**src/rtl/idu_issue_ctrl.sv**
```systemverilog
`default_nettype none
// +----------------------------------------------------------------------------+
// | Module   : idu_issue_ctrl                                                  |
// | Function : in-order issue stage with register scoreboard, SYSTEM-op        |
// |            serialization, flush and a saturating hazard-stall counter.     |
// | Revision : 1.0                                                             |
// +----------------------------------------------------------------------------+
module idu_issue_ctrl #(
    parameter int REG_ADDRW = 5,
    parameter int CNT_W     = 16
) (
    input  logic                 i_clk,
    input  logic                 i_rst_n,

    input  logic                 i_pre_valid,
    output logic                 o_pre_ready,
    input  logic [REG_ADDRW-1:0] i_rs1id,
    input  logic [REG_ADDRW-1:0] i_rs2id,
    input  logic [REG_ADDRW-1:0] i_rdid,
    input  logic                 i_rdwen,
    input  logic                 i_sysins,

    output logic                 o_post_valid,
    input  logic                 i_post_ready,
    output logic [REG_ADDRW-1:0] o_rdid,
    output logic [REG_ADDRW-1:0] o_rs1id,
    output logic [REG_ADDRW-1:0] o_rs2id,
    output logic                 o_rdwen,
    output logic                 o_sysins,

    input  logic                 i_wb_valid,
    input  logic [REG_ADDRW-1:0] i_wb_rdid,
    input  logic                 i_wb_rdwen,
    input  logic                 i_wb_sys,

    input  logic                 i_flush,
    output logic                 o_busy,
    output logic [CNT_W-1:0]     o_stall_cnt
);

    localparam int                   C_NUM_REGS = 2 ** REG_ADDRW;
    localparam logic [REG_ADDRW-1:0] C_X0       = '0;
    localparam logic [CNT_W-1:0]     C_CNT_MAX  = '1;

    localparam logic [1:0] C_ST_RUN   = 2'd0;
    localparam logic [1:0] C_ST_DRAIN = 2'd1;
    localparam logic [1:0] C_ST_SYS   = 2'd2;

    logic [1:0]            r_state;
    logic [1:0]            w_state_nxt;
    logic [C_NUM_REGS-1:0] r_pending;
    logic [C_NUM_REGS-1:0] w_pending_nxt;

    logic                  r_post_valid;
    logic [REG_ADDRW-1:0]  r_rdid;
    logic [REG_ADDRW-1:0]  r_rs1id;
    logic [REG_ADDRW-1:0]  r_rs2id;
    logic                  r_rdwen;
    logic                  r_sysins;
    logic [CNT_W-1:0]      r_stall_cnt;

    logic w_sb_haz;
    logic w_out_haz;
    logic w_hazard;
    logic w_slot_free;
    logic w_fsm_permit;
    logic w_pre_ready;
    logic w_accept;
    logic w_handoff;
    logic w_set_en;
    logic w_clr_en;
    logic w_stall;
    logic w_sys_retained;

    // Hazards look only at registered scoreboard state; a same-cycle writeback
    // does not release the stall until the following cycle.
    assign w_sb_haz = ((i_rs1id != C_X0) & r_pending[i_rs1id])
                    | ((i_rs2id != C_X0) & r_pending[i_rs2id])
                    | (i_rdwen & (i_rdid != C_X0) & r_pending[i_rdid]);

    assign w_out_haz = r_post_valid & r_rdwen & (r_rdid != C_X0)
                     & ((i_rs1id == r_rdid) | (i_rs2id == r_rdid)
                        | (i_rdwen & (i_rdid == r_rdid)));

    assign w_hazard    = w_sb_haz | w_out_haz;
    assign w_slot_free = ~r_post_valid | i_post_ready;
    assign w_pre_ready = w_slot_free & ~w_hazard & w_fsm_permit & ~i_flush;
    assign w_accept    = i_pre_valid & w_pre_ready;
    assign w_handoff   = r_post_valid & i_post_ready;
    assign w_set_en    = w_handoff & ~i_flush & r_rdwen & (r_rdid != C_X0);
    assign w_clr_en    = i_wb_valid & i_wb_rdwen;
    assign w_stall     = i_pre_valid & ~w_pre_ready & ~i_flush;

    // A flushed SYSTEM op that already left for EXU still owes its writeback.
    assign w_sys_retained = (r_state == C_ST_SYS) & ~(r_post_valid & r_sysins);

    always_comb begin
        w_fsm_permit = 1'b0;
        case (r_state)
            C_ST_RUN:   w_fsm_permit = ~i_sysins;
            C_ST_DRAIN: w_fsm_permit = ~(|r_pending) & ~r_post_valid;
            default:    w_fsm_permit = 1'b0;
        endcase
    end

    always_comb begin
        w_state_nxt = r_state;
        case (r_state)
            C_ST_RUN: begin
                if (i_pre_valid & i_sysins) w_state_nxt = C_ST_DRAIN;
            end
            C_ST_DRAIN: begin
                if (w_accept) w_state_nxt = C_ST_SYS;
            end
            C_ST_SYS: begin
                if (i_wb_valid & i_wb_sys) w_state_nxt = C_ST_RUN;
            end
            default: w_state_nxt = C_ST_RUN;
        endcase
        if (i_flush & ~w_sys_retained) w_state_nxt = C_ST_RUN;
    end

    always_ff @(posedge i_clk or negedge i_rst_n) begin
        if (!i_rst_n) r_state <= C_ST_RUN;
        else          r_state <= w_state_nxt;
    end

    // Set and clear never target the same index: a pending rd blocks reissue.
    assign w_pending_nxt[0] = 1'b0;
    for (genvar gi = 1; gi < C_NUM_REGS; gi++) begin : g_sb
        assign w_pending_nxt[gi] =
            (w_set_en & (r_rdid == REG_ADDRW'(gi)))
          | (r_pending[gi] & ~(w_clr_en & (i_wb_rdid == REG_ADDRW'(gi))));
    end

    always_ff @(posedge i_clk or negedge i_rst_n) begin
        if (!i_rst_n) r_pending <= '0;
        else          r_pending <= w_pending_nxt;
    end

    always_ff @(posedge i_clk or negedge i_rst_n) begin
        if (!i_rst_n) begin
            r_post_valid <= 1'b0;
            r_rdid       <= '0;
            r_rs1id      <= '0;
            r_rs2id      <= '0;
            r_rdwen      <= 1'b0;
            r_sysins     <= 1'b0;
        end else if (i_flush) begin
            r_post_valid <= 1'b0;
        end else if (w_accept) begin
            r_post_valid <= 1'b1;
            r_rdid       <= i_rdid;
            r_rs1id      <= i_rs1id;
            r_rs2id      <= i_rs2id;
            r_rdwen      <= i_rdwen;
            r_sysins     <= i_sysins;
        end else if (i_post_ready) begin
            r_post_valid <= 1'b0;
        end
    end

    always_ff @(posedge i_clk or negedge i_rst_n) begin
        if (!i_rst_n)                                r_stall_cnt <= '0;
        else if (w_stall && r_stall_cnt != C_CNT_MAX) r_stall_cnt <= r_stall_cnt + 1'b1;
    end

    assign o_pre_ready  = w_pre_ready;
    assign o_post_valid = r_post_valid;
    assign o_rdid       = r_rdid;
    assign o_rs1id      = r_rs1id;
    assign o_rs2id      = r_rs2id;
    assign o_rdwen      = r_rdwen;
    assign o_sysins     = r_sysins;
    assign o_busy       = (|r_pending) | (r_state == C_ST_SYS);
    assign o_stall_cnt  = r_stall_cnt;

endmodule
`default_nettype wire

```
**config.mk**
```make
export PLATFORM = sky130hd
export DESIGN_NAME = idu_issue_ctrl
export DESIGN_NICKNAME = d
export VERILOG_FILES = /design/src/rtl/idu_issue_ctrl.sv
export SDC_FILE = /design/constraint.sdc
export NUM_CORES = 1
export LEC_CHECK = 0
export BUFFER_PORTS_ARGS = -buffer_cell sky130_fd_sc_hd__buf_2
export CORE_MARGIN = 2
export CORE_UTILIZATION = 35
export CTS_CLUSTER_SIZE = 8
export DETAILED_ROUTE_END_ITERATION = 6
export PLACE_DENSITY_LB_ADDON = 0.2
export RECOVER_POWER = 50
export SLEW_MARGIN = 30
export SYNTH_ARGS = -nofsm -noshare
export SYNTH_HDL_FRONTEND = slang
export SYNTH_SLANG_ARGS = --single-unit
export TNS_END_PERCENT = 30
```
**constraint.sdc**
```tcl
create_clock -name i_clk -period 3.15 [get_ports i_clk]
set_clock_uncertainty 0.2 [all_clocks]
set_input_delay 0.315 -clock i_clk [delete_from_list [all_inputs] [get_ports i_clk]]
set_output_delay 0.315 -clock i_clk [all_outputs]
set_load 0.005 [all_outputs]
```
==> flow_summary_export.csv, run 1 <==
group,metric,value,unit
status,outcome,"finished with violations",
status,violations,"capacitance limit",
global_route,grt_overflow,0,
worst_setup_path,required,2.63,ns
die,die_w,113,um
clock_network,htree_levels,3,
drt,dr_total_vias,3495,
yosys,syn_nets,427,
pwr,p_clk_share,33.6,%
cells_and_area,drive_above_1_share,29.3,%
pwr,p_comb_share,27.6,%
clock_network,tritoncts,"built",
drt,drc,0,
clock_network,clock_latency,0.34,ns
timing,fin_crit_sh,93.5,%
die,ios,66,
timing,finalHoldViolations,0,
drt,top_layer,"met4",
drt,first_pass_iters,4,
die,die_h,113,um
worst_setup_path,cp-end-kind,"output port",
timing,finalSetupViolCount,0,
global_route,grt_max_degree,68,
die,row_count,39,
yosys,synthArstFlopShare,100,%
pwr,p_sw,0.936,mW
pwr,p_per_area,599,nW/um^2
cells_and_area,layout_common_cells,"dfrtp_1 (67), o21ai_0 (65), buf_2 (59)",
cells_and_area,layout_commonest_cell,"dfrtp_1",
timing,maxSlewViolCount,0,
global_route,grt_usage,19.8,%
yosys,ys_warn_count,0,
timing,hold_ws,0.0279,ns
worst_setup_path,cp-start-kind,"flip-flop",
drt,ant_nets,0,
yosys,synth_edf_count,0,
yosys,synth.distinct_cells,46,
drt,met3_wirelength,807,um
drt,wl_met1,5540,um
drt,dr_wl_met2,5390,um
timing,tightestPinTransition,1.50,ns
worst_setup_path,critPathMaxFanout,5,
global_route,antenna_found_initial,0,
die,initial_core_util,36.0,%
worst_setup_path,max_stage_delay,0.47,ns
global_route,grt_pass1_wl,19500,um
cells_and_area,layout.nets,501,
clock_network,cts_buffer_depth,2,
yosys,syn-cell-area,4130,um^2
pwr,ir_worst_vdd,0.357,mV
worst_setup_path,crit_chain,"mux4_2 > nor2_1 > a21oi_1 > a311oi_1 > nor3_2 > nor4_4 > buf_6 > buf_2",
worst_setup_path,crit_path_top_delay_cell,"mux4_2",
die,dieArea,12700,um^2
cells_and_area,area_growth,20.1,%
clock_network,cts_made_buffers,9,
worst_setup_path,cp.arrival,2.43,ns
pwr,p_sw_share,31.5,%
pwr,seqPwrFrac,38.8,%
timing,period_minus_slack,2.95,ns
cells_and_area,finish.utilization,43.2,%
place,place_hpwl,8760,um
cells_and_area,n_antenna_cell,0,
drt,drt-initial-drc-count,248,
yosys,synthCells,396,
drt,routed_wl,11900,um
die,core_region_area,11500,um^2
clock_network,root_buffer,"clkbuf_16",
drt,wire_per_inst,19.3,um
timing,maxSlewHeadroom,0.210,%
yosys,ys_ff_latch,67,
clock_network,clock_sinks,67,
timing,max_freq,0.339,GHz
drt,vias_per_cell,5.66,
timing,rsz0062_at_grt,"no",
timing,fin_tns_setup,0,ns
place,place_congestion,0.867,
global_route,grt_pass1_vias,3529,
yosys,ys_seq_area_share,40.6,%
worst_setup_path,critPathKind,"reg -> out",
place,port_buffers,65,
yosys,synth_ff_type,"dfrtp_1",
pwr,total_leakage_power,2.20,nW
run,drv_cap,1,
pwr,p_int,2.04,mW
yosys,syn_avg_cell_area,10.4,um^2
clock_network,clk_pin_slew_worst_paths,0.05,ns
pwr,p_total,2.97,mW
hold_path,hold_class,"in -> reg",
[registers in the layout (all words and copies together) (netlist names)]
register	cells
o_post_valid	1
o_rdid	5
o_stall_cnt	16
o_rs2id	5
o_sysins	1
r_state	2
r_pending	31
o_rdwen	1
o_rs1id	5
[critical path, delay by kind of cell (launching register included)]
| kind | cells | cell delay (ns) |
|---|---|---|
| simple gates | 3 | 0.53 |
| mux | 1 | 0.47 |
| flops | 1 | 0.44 |
| compound gates | 2 | 0.40 |
| buf+inv | 2 | 0.24 |
[repair_timing]
action	CTS	global route
setup endpoints to repair	1	5
gates resized for setup	1	1
endpoints found under the hold margin	0	27
setup buffers	1	0
pin swaps	0	1
hold buffers	0	1
[cell usage after synthesis, types with 8 or more instances]
| cell | number | area, um^2 |
|---|---|---|
| nand2_1 | 33 | 124 |
| xor2_1 | 20 | 175 |
| clkbuf_1 | 10 | 37.5 |
| nand3_1 | 17 | 85.1 |
| mux4_2 | 17 | 383 |
| nand2b_1 | 8 | 50.1 |
| nor3_1 | 13 | 65.1 |
| mux2i_1 | 11 | 110 |
| o21ai_0 | 65 | 325 |
| nor2b_1 | 8 | 50.1 |
| dfrtp_1 | 67 | 1680 |
| nor2_1 | 13 | 48.8 |
| buf_2 | 10 | 50.1 |
| nor4_1 | 18 | 113 |
| mux2_4 | 17 | 255 |
[power groups by stage]
stage,clock network (mW),registers [mW],logic [mW]
4_1_cts,1.02,1.15,0.831
3_3_place_gp,0,1.16,0.819
6_report,0.999,1.15,0.821
5_1_grt,1.06,1.18,0.903
3_5_place_dp,0,1.16,0.824
2_1_floorplan,0,1.12,0.505
[kinds of logic after synthesis]
| family | Yosys count | share of synthesized area, % |
|---|---|---|
| AO/OA/AOI/OAI | 87 | 11.5 |
| flip-flops | 67 | 40.6 |
| adder cells (fa/ha/maj) | 1 | 0.303 |
| XOR/XNOR | 27 | 5.73 |
| buffers and inverters | 29 | 3.97 |
| AND/OR/NAND/NOR | 133 | 17.4 |
| multiplexers | 52 | 20.4 |
[metal layers]
layer	GRT usage [%]	up-vias
met3	4.27	15
li1	-	1618
met5	0	-
met2	29.4	104
met1	28.1	1758
met4	8.37	0
[metrics by stage]
stage	std cells	instance area, um^2	setup WS (ns)
floorplan	396	4130	0.264
global placement	599	4640	0.0957
global route	617	4960	0.0623
detailed placement	599	4640	0.0754
finish	617	4960	0.204
CTS	615	4950	0.0777
[path summary, 6_finish.rpt]
| path | from | to | slack [ns] | cells after the start |
|---|---|---|---|---|
| max in group asynchronous | i_rst_n | r_pending[23] | 0.61 | 4 |
| worst max-delay path | r_pending[12] | o_pre_ready | 0.20 | 8 |
| worst max register to register | r_pending[12] | o_rs2id[0] | 0.26 | 9 |
| min in group asynchronous | i_rst_n | o_rs1id[0] | 0.75 | 3 |
| worst min-delay path | i_sysins | o_sysins | 0.03 | 2 |
| worst min register to register | o_stall_cnt[10] | o_stall_cnt[10] | 0.28 | 1 |
[final cells by class]
type                            instances  area (um^2)
Timing Repair Buffer                   87          498
Sequential cell                        67         1680
Tap cell                              143          179
Clock buffer                           11          243
Fill cell                            1100         6510
Clock inverter                          4         51.3
Inverter                                5         18.8
Multi-Input combinational cell        300         2290
Power figures use the tool's default switching activity.
==> run 2: changes to the inputs <==
Settings changed: CORE_UTILIZATION 35 to 44, CTS_CLUSTER_DIAMETER from default to 30.
==> flow_summary_export.csv, run 2 (synthesized netlist as in run 1, its figures left out) <==
group,metric,value,unit
status,outcome,"finished with violations",
status,violations,"capacitance limit, slew limit",
place,placed_cells,565,
run,drv_cap,1,
worst_setup_path,cp.buffers_inverters,2,
die,dieArea,10200,um^2
worst_setup_path,max_stage_delay,0.48,ns
pwr,p_int,1.82,mW
drt,wire_per_inst,19.6,um
global_route,grt_max_degree,37,
pwr,total_leakage_power,2.13,nW
worst_setup_path,cp-end-kind,"output port",
worst_setup_path,worstRegToRegCells,10,
place,port_buffers,65,
die,die_w,101,um
timing,maxSlewViolCount,32,
global_route,grt_usage,23.9,%
cells_and_area,finish.utilization,52.7,%
worst_setup_path,cp.arrival,2.47,ns
cells_and_area,layout.nets,498,
cells_and_area,final_cells,581,
global_route,grt_overflow,0,
global_route,antenna_found_initial,0,
global_route,grt_pass1_vias,3454,
worst_setup_path,required,2.63,ns
cells_and_area,layout_commonest_cell,"dfrtp_1",
drt,dr_total_vias,3512,
worst_setup_path,critPathTopFamily,"simple AND/OR/NAND/NOR gates",
cells_and_area,final_area,4820,um^2
pwr,p_comb_share,29.3,%
cells_and_area,n_antenna_cell,0,
place,place_hpwl,8440,um
cells_and_area,area_growth,16.9,%
worst_setup_path,r2r-start,"r_pending[3]",
timing,tightestPinTransition,1.90,ns
timing,max_freq,0.335,GHz
worst_setup_path,critPathMaxFanout,5,
die,initial_core_util,45.1,%
global_route,grt_pass1_wl,18600,um
timing,period_minus_slack,2.99,ns
cells_and_area,regMostFlops,"r_pending",
worst_setup_path,worstSetupPathDepth,8,
cells_and_area,layout_common_cells,"dfrtp_1 (67), o21ai_0 (65), buf_2 (52)",
clock_network,tritoncts,"built",
clock_network,cts_buffer_depth,2,
place,dpl-instance-area,4610,um^2
timing,fin_crit_sh,94.8,%
clock_network,clock_sinks,67,
die,core_region_area,9150,um^2
die,ios,66,
timing,finalSetupViolCount,0,
timing,maxSlewHeadroom,-26.4,%
timing,rsz0062_at_grt,"no",
clock_network,htree_levels,3,
drt,ant_nets,0,
worst_setup_path,cp-start-kind,"flip-flop",
hold_path,worstHoldStart,"i_sysins",
pwr,p_per_area,557,nW/um^2
timing,fin_tns_setup,0,ns
clock_network,cts_made_buffers,9,
pwr,p_total,2.69,mW
drt,first_pass_iters,4,
die,row_count,35,
worst_setup_path,critPathKind,"reg -> out",
pwr,ir_worst_vdd,0.194,mV
worst_setup_path,crit_chain,"mux4_2 > nor2_1 > a21oi_1 > a311oi_2 > nor3_1 > nor4_4 > buf_6 > buf_2",
place,place_congestion,0.875,
die,die_h,101,um
clock_network,root_buffer,"clkbuf_8",
pwr,seqPwrFrac,43.3,%
hold_path,hold_depth,2,
worst_setup_path,cp-startpoint,"r_pending[12]",
cells_and_area,drive_above_1_share,27.7,%
drt,drt-initial-drc-count,245,
pwr,p_sw_share,32.3,%
pwr,p_sw,0.868,mW
drt,vias_per_cell,6.04,
worst_setup_path,crit_path_top_delay_cell,"mux4_2",
clock_network,clk_pin_slew_worst_paths,0.07,ns
drt,routed_wl,11400,um
timing,finalHoldViolations,0,
cells_and_area,largest_reg_flops,31,
drt,drc,0,
clock_network,clock_latency,0.34,ns
pwr,p_clk_share,27.4,%
hold_path,hold_class,"in -> reg",
-- run 2: stage by stage --
stage,setup WS [ns],hold slack (ns)
2_1_floorplan,0.264,-0.181
3_3_place_gp,0.155,0.225
3_5_place_dp,0.115,0.238
4_1_cts,0.0787,0.0122
5_1_grt,0.00536,0.0103
6_report,0.163,0.0230
-- run 2: routing by layer --
metal,vias to the layer above,routed length [um],GRT usage (%)
met4,0,191,8.11
met5,-,0,0
met2,155,5230,36.1
met1,1726,5150,34.4
li1,1610,-,-
met3,21,806,4.79
-- run 2: path summary, 6_finish.rpt --
path | to | slack [ns]
max reg2reg | o_stall_cnt[1] | 0.16
max in group asynchronous | o_stall_cnt[7] | 0.82
min in group asynchronous | o_rs2id[2] | 0.83
max | o_pre_ready | 0.16
min reg2reg | o_stall_cnt[10] | 0.29
min | o_sysins | 0.02
-- run 2: area by class of cell --
cell class / instances / area (um^2)
Sequential cell: 67 / 1680
Multi-Input combinational cell: 300 / 2290
Fill cell: 856 / 4330
Inverter: 5 / 18.8
Timing Repair Buffer: 84 / 495
Clock inverter: 2 / 35.0
Clock buffer: 12 / 165
Tap cell: 111 / 139
-- run 2: timing repair --
| item | 4_1_cts | 5_1_grt |
|---|---|---|
| endpoints found under the hold margin | 31 | 0 |
| gates cloned | 0 | 0 |
| endpoints found under the setup margin | 1 | 1 |
| pin swaps | 0 | 1 |
| hold buffers | 1 | 0 |
| resized for setup | 1 | 1 |
| setup buffers | 1 | 0 |
-- run 2: power by group through the flow --
stage / combinational [mW] / sequential (mW) / clock (mW)
final: 0.788 / 1.16 / 0.737
after global routing: 0.873 / 1.19 / 0.794
after CTS: 0.801 / 1.16 / 0.758
after detailed placement: 0.797 / 1.17 / 0
after global placement: 0.785 / 1.17 / 0
after floorplan: 0.505 / 1.12 / 0
==> run 3: changes to the inputs <==
Settings changed: CELL_PAD_IN_SITES_DETAIL_PLACEMENT from default to 1, CELL_PAD_IN_SITES_GLOBAL_PLACEMENT from default to 1, GPL_TIMING_DRIVEN from default to 0.
==> flow_summary_export.csv, run 3 (synthesized netlist as in run 1, its figures left out) <==
group,metric,value,unit
status,outcome,"finished with violations",
status,violations,"capacitance limit, slew limit",
die,die_w,101,um
cells_and_area,fill_cells,1050,
global_route,grt_pass1_wl,20100,um
cells_and_area,layout.nets,504,
global_route,antenna_found_initial,0,
timing,timing.final.ws_setup,0.0860,ns
die,initial_core_util,45.1,%
pwr,total_leakage_power,2.17,nW
place,place_ws,-0.273,ns
cells_and_area,layout_common_cells,"dfrtp_1 (66), o21ai_0 (65), buf_2 (64)",
place,port_buffers,59,
worst_setup_path,cp-start-kind,"flip-flop",
drt,wire_per_inst,21.5,um
cells_and_area,regMostFlops,"r_pending",
run,drv_cap,1,
clock_network,htree_levels,3,
cells_and_area,n_antenna_cell,0,
clock_network,root_buffer,"clkbuf_8",
worst_setup_path,crit_chain,"mux4_2 > mux2i_1 > a21oi_1 > a22oi_1 > nand4_1 > nor4_4 > buf_6 > buf_6",
place,place_congestion,0.860,
pwr,p_per_area,558,nW/um^2
drt,dr_total_vias,3594,
drt,first_pass_iters,4,
clock_network,clock_latency,0.35,ns
hold_path,hold_class,"in -> reg",
pwr,ir_worst_vdd,0.246,mV
timing,rsz0062_at_grt,"yes",
die,row_count,35,
cells_and_area,area_growth,18.1,%
clock_network,tritoncts,"built",
worst_setup_path,cp-end-kind,"output port",
cells_and_area,drive_above_1_share,29.7,%
timing,period_minus_slack,3.06,ns
timing,hold_ws,0.0659,ns
worst_setup_path,critPathKind,"reg -> out",
global_route,grt_pass1_vias,3732,
clock_network,cts_buffer_depth,2,
timing,finalHoldViolations,0,
global_route,grt_overflow,0,
drt,vias_per_cell,6.10,
clock_network,clk_pin_slew_worst_paths,0.07,ns
place,place_hpwl,9180,um
die,die_h,101,um
worst_setup_path,required,2.63,ns
clock_network,clock_sinks,67,
worst_setup_path,max_stage_delay,0.47,ns
global_route,grt_max_degree,43,
drt,ant_nets,0,
timing,fin_crit_sh,97.3,%
clock_network,cts_made_buffers,9,
drt,drc,0,
die,ios,66,
worst_setup_path,cp.arrival,2.55,ns
cells_and_area,layout_commonest_cell,"dfrtp_1",
global_route,grt_usage,25.8,%
timing,maxSlewHeadroom,-1.37,%
die,dieArea,10200,um^2
timing,max_freq,0.326,GHz
cells_and_area,largest_reg_flops,31,
worst_setup_path,crit_path_top_delay_cell,"mux4_2",
timing,tightestPinTransition,1.52,ns
worst_setup_path,critPathMaxFanout,5,
drt,drt-initial-drc-count,241,
worst_setup_path,crit_top_cell,"buf_6",
pwr,p_total,2.72,mW
drt,routed_wl,12700,um
timing,finalSetupViolCount,0,
timing,maxSlewViolCount,26,
cells_and_area,finish.utilization,53.3,%
die,core_region_area,9150,um^2
## run 3: power by group
part	leakage [nW]	internal, mW	switching (mW)	total [mW]
Sequential	0.888	0.997	0.172	1.17
Combinational	1.19	0.412	0.410	0.822
Clock	0.0926	0.387	0.345	0.732
Total	2.17	1.80	0.927	2.72
## run 3: timing repair
action / 4_1_cts / 5_1_grt
gates cloned: 0 / 0
gates resized for setup: 3 / 6
hold buffers: 2 / 0
setup endpoints to repair: 32 / 18
pin swaps: 1 / 4
buffers inserted: 1 / 7
endpoints found under the hold margin: 26 / 0
## run 3: per-layer routing
| layer | global-route usage (%) | vias up | wire length [um] |
|---|---|---|---|
| met4 | 8.22 | 0 | 209 |
| met1 | 32.8 | 1854 | 5470 |
| met2 | 44.5 | 94 | 6400 |
| li1 | - | 1627 | - |
| met3 | 4.99 | 19 | 590 |
| met5 | 0 | - | 0 |
## run 3: worst paths after layout
kind / startpoint / endpoint / slack, ns / depth (start not counted)
setup / recovery: r_pending[11] / o_pre_ready / 0.09 / 8
hold / removal: i_rdwen / o_rdwen / 0.07 / 2
setup reg to reg: r_pending[11] / o_rs1id[2] / 0.09 / 10
hold reg to reg: o_stall_cnt[10] / o_stall_cnt[10] / 0.29 / 1
max in group asynchronous: i_rst_n / r_pending[2] / 1.17 / 3
min in group asynchronous: i_rst_n / o_rs1id[0] / 0.66 / 2
## run 3: metrics by stage
step	std cells	TNS [ns]	cell area (um^2)
finish	589	0	4880
global route	589	-0.288	4880
CTS	585	0	4810
detailed placement	567	-5.70	4580
global placement	566	-4.84	4560
floorplan	396	0	4130
## run 3: layout make-up
class | count | area (um^2) | area share [%]
Buffer | 20 | 141 | 2.90
Clock buffer | 12 | 145 | 2.98
Clock inverter | 4 | 50.0 | 1.03
Inverter | 5 | 18.8 | 0.385
Multi-Input combinational cell | 300 | 2310 | 47.3
Sequential cell | 67 | 1680 | 34.4
Tap cell | 111 | 139 | 2.85
Timing Repair Buffer | 70 | 398 | 8.16
## run 3: worst max-delay path: cells and delay by family (launching register included)
kind	cells	cell delay (ns)
and+or+nand+nor	2	0.49
DFF	1	0.46
buffers and inverters	2	0.26
AOI/OAI and AO/OA	2	0.35
muxes	2	0.65
